### src/rtl/mac_seq.sv
// mac_seq: multiply-accumulate sequencer on the MAC port of the shared
// 100 x 16-bit register bank.
//
// On start it reads vectors A and B from the bank one word per cycle. It
// accumulates the signed Q8.8 products into a 40-bit accumulator. It then
// writes sat16(acc >>> FRAC) back to the bank at dst and pulses done.
// A command whose operand or result range falls outside the bank does no
// bank traffic at all. It only reports done with err set.
//
// Ports
//   clk, reset      rising-edge clock, synchronous active-high reset
//   start           command strobe, sampled only while idle
//   base_a, base_b  first addresses of vectors A and B
//   len             element count (0..DEPTH)
//   dst             result address
//   busy            high in every state except idle
//   done            one-cycle completion pulse
//   err             range error, meaningful while done is high
//   mac_addr        bank address
//   read_mac        bank read request (data returns one cycle later)
//   write_mac       bank write enable
//   data_to_regs    bank write data
//   data_from_regs  bank read data, registered by the bank, 0 when not reading
//
// Every output is a flop. The next output values are decoded from the next
// state and next register contents, so no input reaches an output without
// passing through a register.

module mac_seq #(
  parameter int DATA_W = 16,
  parameter int ADDR_W = 7,
  parameter int DEPTH  = 100,
  parameter int FRAC   = 8,
  parameter int ACC_W  = 40
) (
  input  logic              clk,
  input  logic              reset,
  input  logic              start,
  input  logic [ADDR_W-1:0] base_a,
  input  logic [ADDR_W-1:0] base_b,
  input  logic [ADDR_W-1:0] len,
  input  logic [ADDR_W-1:0] dst,
  output logic              busy,
  output logic              done,
  output logic              err,
  output logic [ADDR_W-1:0] mac_addr,
  output logic              read_mac,
  output logic              write_mac,
  output logic [DATA_W-1:0] data_to_regs,
  input  logic [DATA_W-1:0] data_from_regs
);

  typedef enum logic [2:0] {
    S_IDLE, S_RD_A, S_RD_B, S_ACC, S_WR, S_DONE
  } state_t;

  localparam int PROD_W = 2 * DATA_W;
  // One extra bit so that base + len cannot overflow before the compare.
  localparam logic [ADDR_W:0] DEPTH_X = (ADDR_W + 1)'(DEPTH);
  localparam logic signed [ACC_W-1:0] SAT_MAX =
    {{(ACC_W-DATA_W+1){1'b0}}, {(DATA_W-1){1'b1}}};
  localparam logic signed [ACC_W-1:0] SAT_MIN =
    {{(ACC_W-DATA_W+1){1'b1}}, {(DATA_W-1){1'b0}}};

  // Registered state and latched command
  state_t                     state, state_n;
  logic        [ADDR_W-1:0]   a_q, a_n, b_q, b_n, len_q, len_n, dst_q, dst_n;
  logic        [ADDR_W-1:0]   idx, idx_n;
  logic signed [ACC_W-1:0]    acc, acc_n;
  logic signed [DATA_W-1:0]   op_a, op_a_n;
  logic                       err_q, err_n;

  // Next output values
  logic                       busy_n, done_n, err_out_n, read_n, write_n;
  logic        [ADDR_W-1:0]   addr_n;
  logic        [DATA_W-1:0]   data_n;

  logic signed [PROD_W-1:0]   prod;
  logic        [ADDR_W:0]     end_a, end_b, idx_inc;
  logic                       range_err;

  function automatic logic [DATA_W-1:0] sat_q(input logic signed [ACC_W-1:0] a);
    logic signed [ACC_W-1:0] s;
    s = a >>> FRAC;
    if (s > SAT_MAX)      return {1'b0, {(DATA_W-1){1'b1}}};
    else if (s < SAT_MIN) return {1'b1, {(DATA_W-1){1'b0}}};
    else                  return s[DATA_W-1:0];
  endfunction

  assign prod    = op_a * $signed(data_from_regs);
  assign end_a   = {1'b0, base_a} + {1'b0, len};
  assign end_b   = {1'b0, base_b} + {1'b0, len};
  assign idx_inc = {1'b0, idx} + 1'b1;
  assign range_err = ((len != '0) && ((end_a > DEPTH_X) || (end_b > DEPTH_X)))
                   || ({1'b0, dst} >= DEPTH_X);

  always_comb begin
    // NOTE: every signal driven here gets a default first so that no path
    // leaves it unassigned, which would infer a latch.
    state_n = state;
    a_n     = a_q;
    b_n     = b_q;
    len_n   = len_q;
    dst_n   = dst_q;
    idx_n   = idx;
    acc_n   = acc;
    op_a_n  = op_a;
    err_n   = err_q;

    case (state)
      S_IDLE: begin
        if (start) begin
          a_n   = base_a;
          b_n   = base_b;
          len_n = len;
          dst_n = dst;
          idx_n = '0;
          acc_n = '0;
          err_n = range_err;
          if (range_err)      state_n = S_DONE;
          else if (len == '0) state_n = S_WR;
          else                state_n = S_RD_A;
        end
      end
      S_RD_A: state_n = S_RD_B;
      S_RD_B: begin
        // Bank now returns the A word requested in RD_A.
        op_a_n  = $signed(data_from_regs);
        state_n = S_ACC;
      end
      S_ACC: begin
        // Bank now returns the B word requested in RD_B.
        acc_n   = acc + {{(ACC_W-PROD_W){prod[PROD_W-1]}}, prod};
        idx_n   = idx_inc[ADDR_W-1:0];
        state_n = (idx_inc == {1'b0, len_q}) ? S_WR : S_RD_A;
      end
      S_WR:    state_n = S_DONE;
      S_DONE:  state_n = S_IDLE;
      default: state_n = S_IDLE;
    endcase

    busy_n    = (state_n != S_IDLE);
    done_n    = (state_n == S_DONE);
    err_out_n = (state_n == S_DONE) && err_n;
    read_n    = (state_n == S_RD_A) || (state_n == S_RD_B);
    write_n   = (state_n == S_WR);
    addr_n    = '0;
    data_n    = '0;
    case (state_n)
      S_RD_A:  addr_n = a_n + idx_n;
      S_RD_B:  addr_n = b_n + idx_n;
      S_WR: begin
        addr_n = dst_n;
        data_n = sat_q(acc_n);
      end
      default: addr_n = '0;
    endcase
  end

  // NOTE: sequential state is updated with non-blocking assignments only, so
  // every flop samples values from before the edge.
  always_ff @(posedge clk) begin
    if (reset) begin
      state        <= S_IDLE;
      a_q          <= '0;
      b_q          <= '0;
      len_q        <= '0;
      dst_q        <= '0;
      idx          <= '0;
      acc          <= '0;
      op_a         <= '0;
      err_q        <= 1'b0;
      busy         <= 1'b0;
      done         <= 1'b0;
      err          <= 1'b0;
      read_mac     <= 1'b0;
      write_mac    <= 1'b0;
      mac_addr     <= '0;
      data_to_regs <= '0;
    end else begin
      state        <= state_n;
      a_q          <= a_n;
      b_q          <= b_n;
      len_q        <= len_n;
      dst_q        <= dst_n;
      idx          <= idx_n;
      acc          <= acc_n;
      op_a         <= op_a_n;
      err_q        <= err_n;
      busy         <= busy_n;
      done         <= done_n;
      err          <= err_out_n;
      read_mac     <= read_n;
      write_mac    <= write_n;
      mac_addr     <= addr_n;
      data_to_regs <= data_n;
    end
  end

endmodule

### config.mk
export PLATFORM = sky130hd
export DESIGN_NAME = mac_seq
export DESIGN_NICKNAME = d
export VERILOG_FILES = /design/src/rtl/mac_seq.sv
export SDC_FILE = /design/constraint.sdc
export NUM_CORES = 1
export LEC_CHECK = 0
export CORE_UTILIZATION = 45
export CTS_CLUSTER_SIZE = 24
export DETAILED_ROUTE_END_ITERATION = 12
export PLACE_DENSITY_LB_ADDON = 0.25
export SKIP_CTS_REPAIR_TIMING = 1
export SYNTH_ARGS = -nofsm -noshare
export SYNTH_HDL_FRONTEND = slang
export SYNTH_SLANG_ARGS = --single-unit
### constraint.sdc
create_clock -name clk -period 11.55 [get_ports clk]
set_input_delay 2.8875 -clock clk [delete_from_list [all_inputs] [get_ports clk]]
set_output_delay 2.8875 -clock clk [all_outputs]
set_load 0.005 [all_outputs]
==> impl_metrics.toml <==
[worst_setup_path]
required_ns = 11.86
critPathKind = "in -> reg"
crit_arrival_ns = 11.63
path_max_fanout = 7
slowest_delay_ns = 0.58
critPathSlowestCell = "fa_2"
crit_top_cell = "fa_1"
cp-end-kind = "flop"
crit_path_start_kind = "input pin"

[clock_network]
root_buffer = "clkbuf_16"
h-tree-depth = 4
cts_max_path_buffers = 2
cts_buffers = 17
clk_pin_slew_ns = 0.06
cts_tree = "built"
clock-sinks = 123
clock_latency_ns = 0.43

[yosys]
yosys.area.top_type = "fa_1"
synth.area.top_cells = "fa_1 30%, dfxtp_1 14%, ha_1 10%"
synth_edf_count = 0
yosysSeqAreaShare = 0.141
synth_most_common_cell = "inv_1"
synth_common_cells = "332 x inv_1, 266 x fa_1, 260 x nand2_1"
syn_nets = 2493
synth.distinct_cells = 76
synth_top_area_share = 0.304
syn_inst = 2038
syn_area_mm2 = 0.0175
avgSynthCellArea_um2 = 8.59
async_flop_share = 0
yosysWarnings = 0
synth_flop_cell = "dfxtp_1"
ys_seq_elements = 123

[power_and_ir_drop]
peakVddDrop_mv = 0.219
powerDensity_mw_per_mm2 = 335
p_leak_nw = 10.2

[die]
dieArea_mm2 = 0.0397
pin_count = 75
core_mm2 = 0.0379
die_h_um = 199
die_w_um = 199
num_rows = 71
initial_utilization = 0.462

[layout]
ff_latch_area_mm2 = 0.00246
final_area_mm2 = 0.0212
drive_gt1_frac = 0.152
n_fill_cell = 3454
syn2layout_area_growth_pct = 21.2
diodes = 0
nets = 2717
multiInputGateArea_mm2 = 0.0138
finalNonFillerCells = 2786

[drt]
vias = 14500
post-route-drc-count = 0
drt-vias-per-instance = 5.22
routed_wl_mm = 45.1
routedWlPerCell_um = 16.2
detail_route.first_pass.iterations = 7
drt_iter0_drc = 793
postRouteAntennaNets = 0

[placement]
gp_congestion = 0.920
dp_hpwl_mm = 36.4
post_dp_cell_area_mm2 = 0.0201
dp_cells = 2740
io_buffers = 74

[timing]
hold_viol = 0
setup_viol = 0
worstMarginPinSlew_ns = 1.09
drv_slew = 0
fmax_mhz = 88.3
period_minus_slack_ns = 11.32
fin_crit_sh = 0.980
finClkSkew_ns = 0.0157
slew_headroom = 0.277

[grt]
grt_util_all_layers = 0.240
grt_pass1_vias = 15300
grt_pass1_wl_mm = 76.0
grt-ovfl-total = 0
grt_antenna_before_repair = 0
grt_start_max_net_pins = 64

[hold_path]
hold_path.class = "reg -> reg"

[outcome]
status = "finished, final reports clean"

[flow_run]
drv_cap = 0
==> cell usage in the layout (no fill, tap or decap), drive strengths merged, types with 5 or more instances in the layout <==
| cell type | instances |
|---|---|
| mux2i | 9 |
| a211o | 5 |
| nor4 | 6 |
| a211oi | 15 |
| buf | 216 |
| o21a | 12 |
| o211ai | 9 |
| nand4 | 9 |
| nand3 | 21 |
| nor3 | 26 |
| nor2 | 97 |
| inv | 338 |
| nand2 | 260 |
| a22oi | 29 |
| a21o | 35 |
| and3 | 7 |
| or3 | 5 |
| ha | 142 |
| xnor2 | 64 |
| dlymetal6s2s | 10 |
| o31a | 5 |
| xor2 | 29 |
| a22o | 8 |
| a21oi | 123 |
| and2 | 127 |
| clkbuf | 19 |
| a32oi | 6 |
| dfxtp | 123 |
| nand2b | 24 |
| a31oi | 10 |
| fa | 266 |
| o21ai | 74 |
| clkinv | 5 |
| nor2b | 21 |
| clkdlybuf4s50 | 63 |
==> metal layers <==
layer	GRT usage	vias to the layer above	routed length, um
met5	0	-	0
met2	0.417	348	22500
met4	0.0507	0	552
met1	0.317	7164	20100
li1	-	6986	-
met3	0.0302	40	2010
==> critical path, delay by kind of cell <==
family / cells / cell delay, ns
simple gates: 7 / 1.13
buf+inv: 8 / 0.92
compound gates: 14 / 2.76
fa+ha+maj: 8 / 3.70
xor+xnor: 1 / 0.19
==> flip-flops by register name (all words and copies together) (netlist names), 7 cells and up <==
name,cells
a_q,7
acc,40
b_q,7
data_to_regs,16
dst_q,7
idx,7
len_q,7
mac_addr,7
op_a,16
==> metrics by stage <==
step / hold slack (ns) / total power [mW] / utilization / TNS, ns / setup WS [ns]
4_1_cts: 0.456 / 6.84 / 0.546 / -6.09 / -0.439
5_1_grt: 0.476 / 7.80 / 0.559 / -0.923 / -0.0790
3_3_place_gp: 0.441 / 6.15 / 0.530 / -10.32 / -0.676
6_report: 0.454 / 7.11 / 0.559 / 0 / 0.230
2_1_floorplan: 0.436 / 3.96 / - / 0 / 0.180
3_5_place_dp: 0.448 / 6.21 / 0.530 / -12.80 / -0.830
==> path summary, 6_finish.rpt <==
path / slack [ns] / from / cells after the start / end
min reg2reg: 0.45 / a_q[1] / 2 / a_q[1]
min: 0.45 / a_q[1] / 2 / a_q[1]
max reg2reg: 2.11 / op_a[8] / 36 / data_to_regs[5]
max: 0.23 / data_from_regs[6] / 38 / data_to_regs[5]
==> report_power, final <==
part,total (mW),switching (mW),leakage (nW),internal [mW]
combinational,5.95,3.08,8.92,2.87
sequential,0.605,0.0991,0.998,0.505
clock,0.555,0.226,0.295,0.329
total,7.11,3.40,10.2,3.71
==> logic make-up (layout without fill, tap and decap cells) <==
family                     Yosys count  after routing  share of synthesized area
AOI/OAI and AO/OA                  369            369                      0.141
muxes                                9              9                    0.00515
adders and majority gates          408            408                      0.406
DFF                                123            123                      0.141
and+or+nand+nor                    619            619                      0.170
xor gates and xnor gates            93             93                     0.0465
buffers and inverters              417            654                     0.0911
==> area by class of cell <==
cell class                      count  area share
Multi-Input combinational cell   1498       0.650
Timing Repair Buffer              290       0.117
Sequential cell                   123       0.116
Inverter                          332      0.0587
Tap cell                          511      0.0301
Clock buffer                       18      0.0207
Clock inverter                     14     0.00761
(Power assumes the default switching activity.)
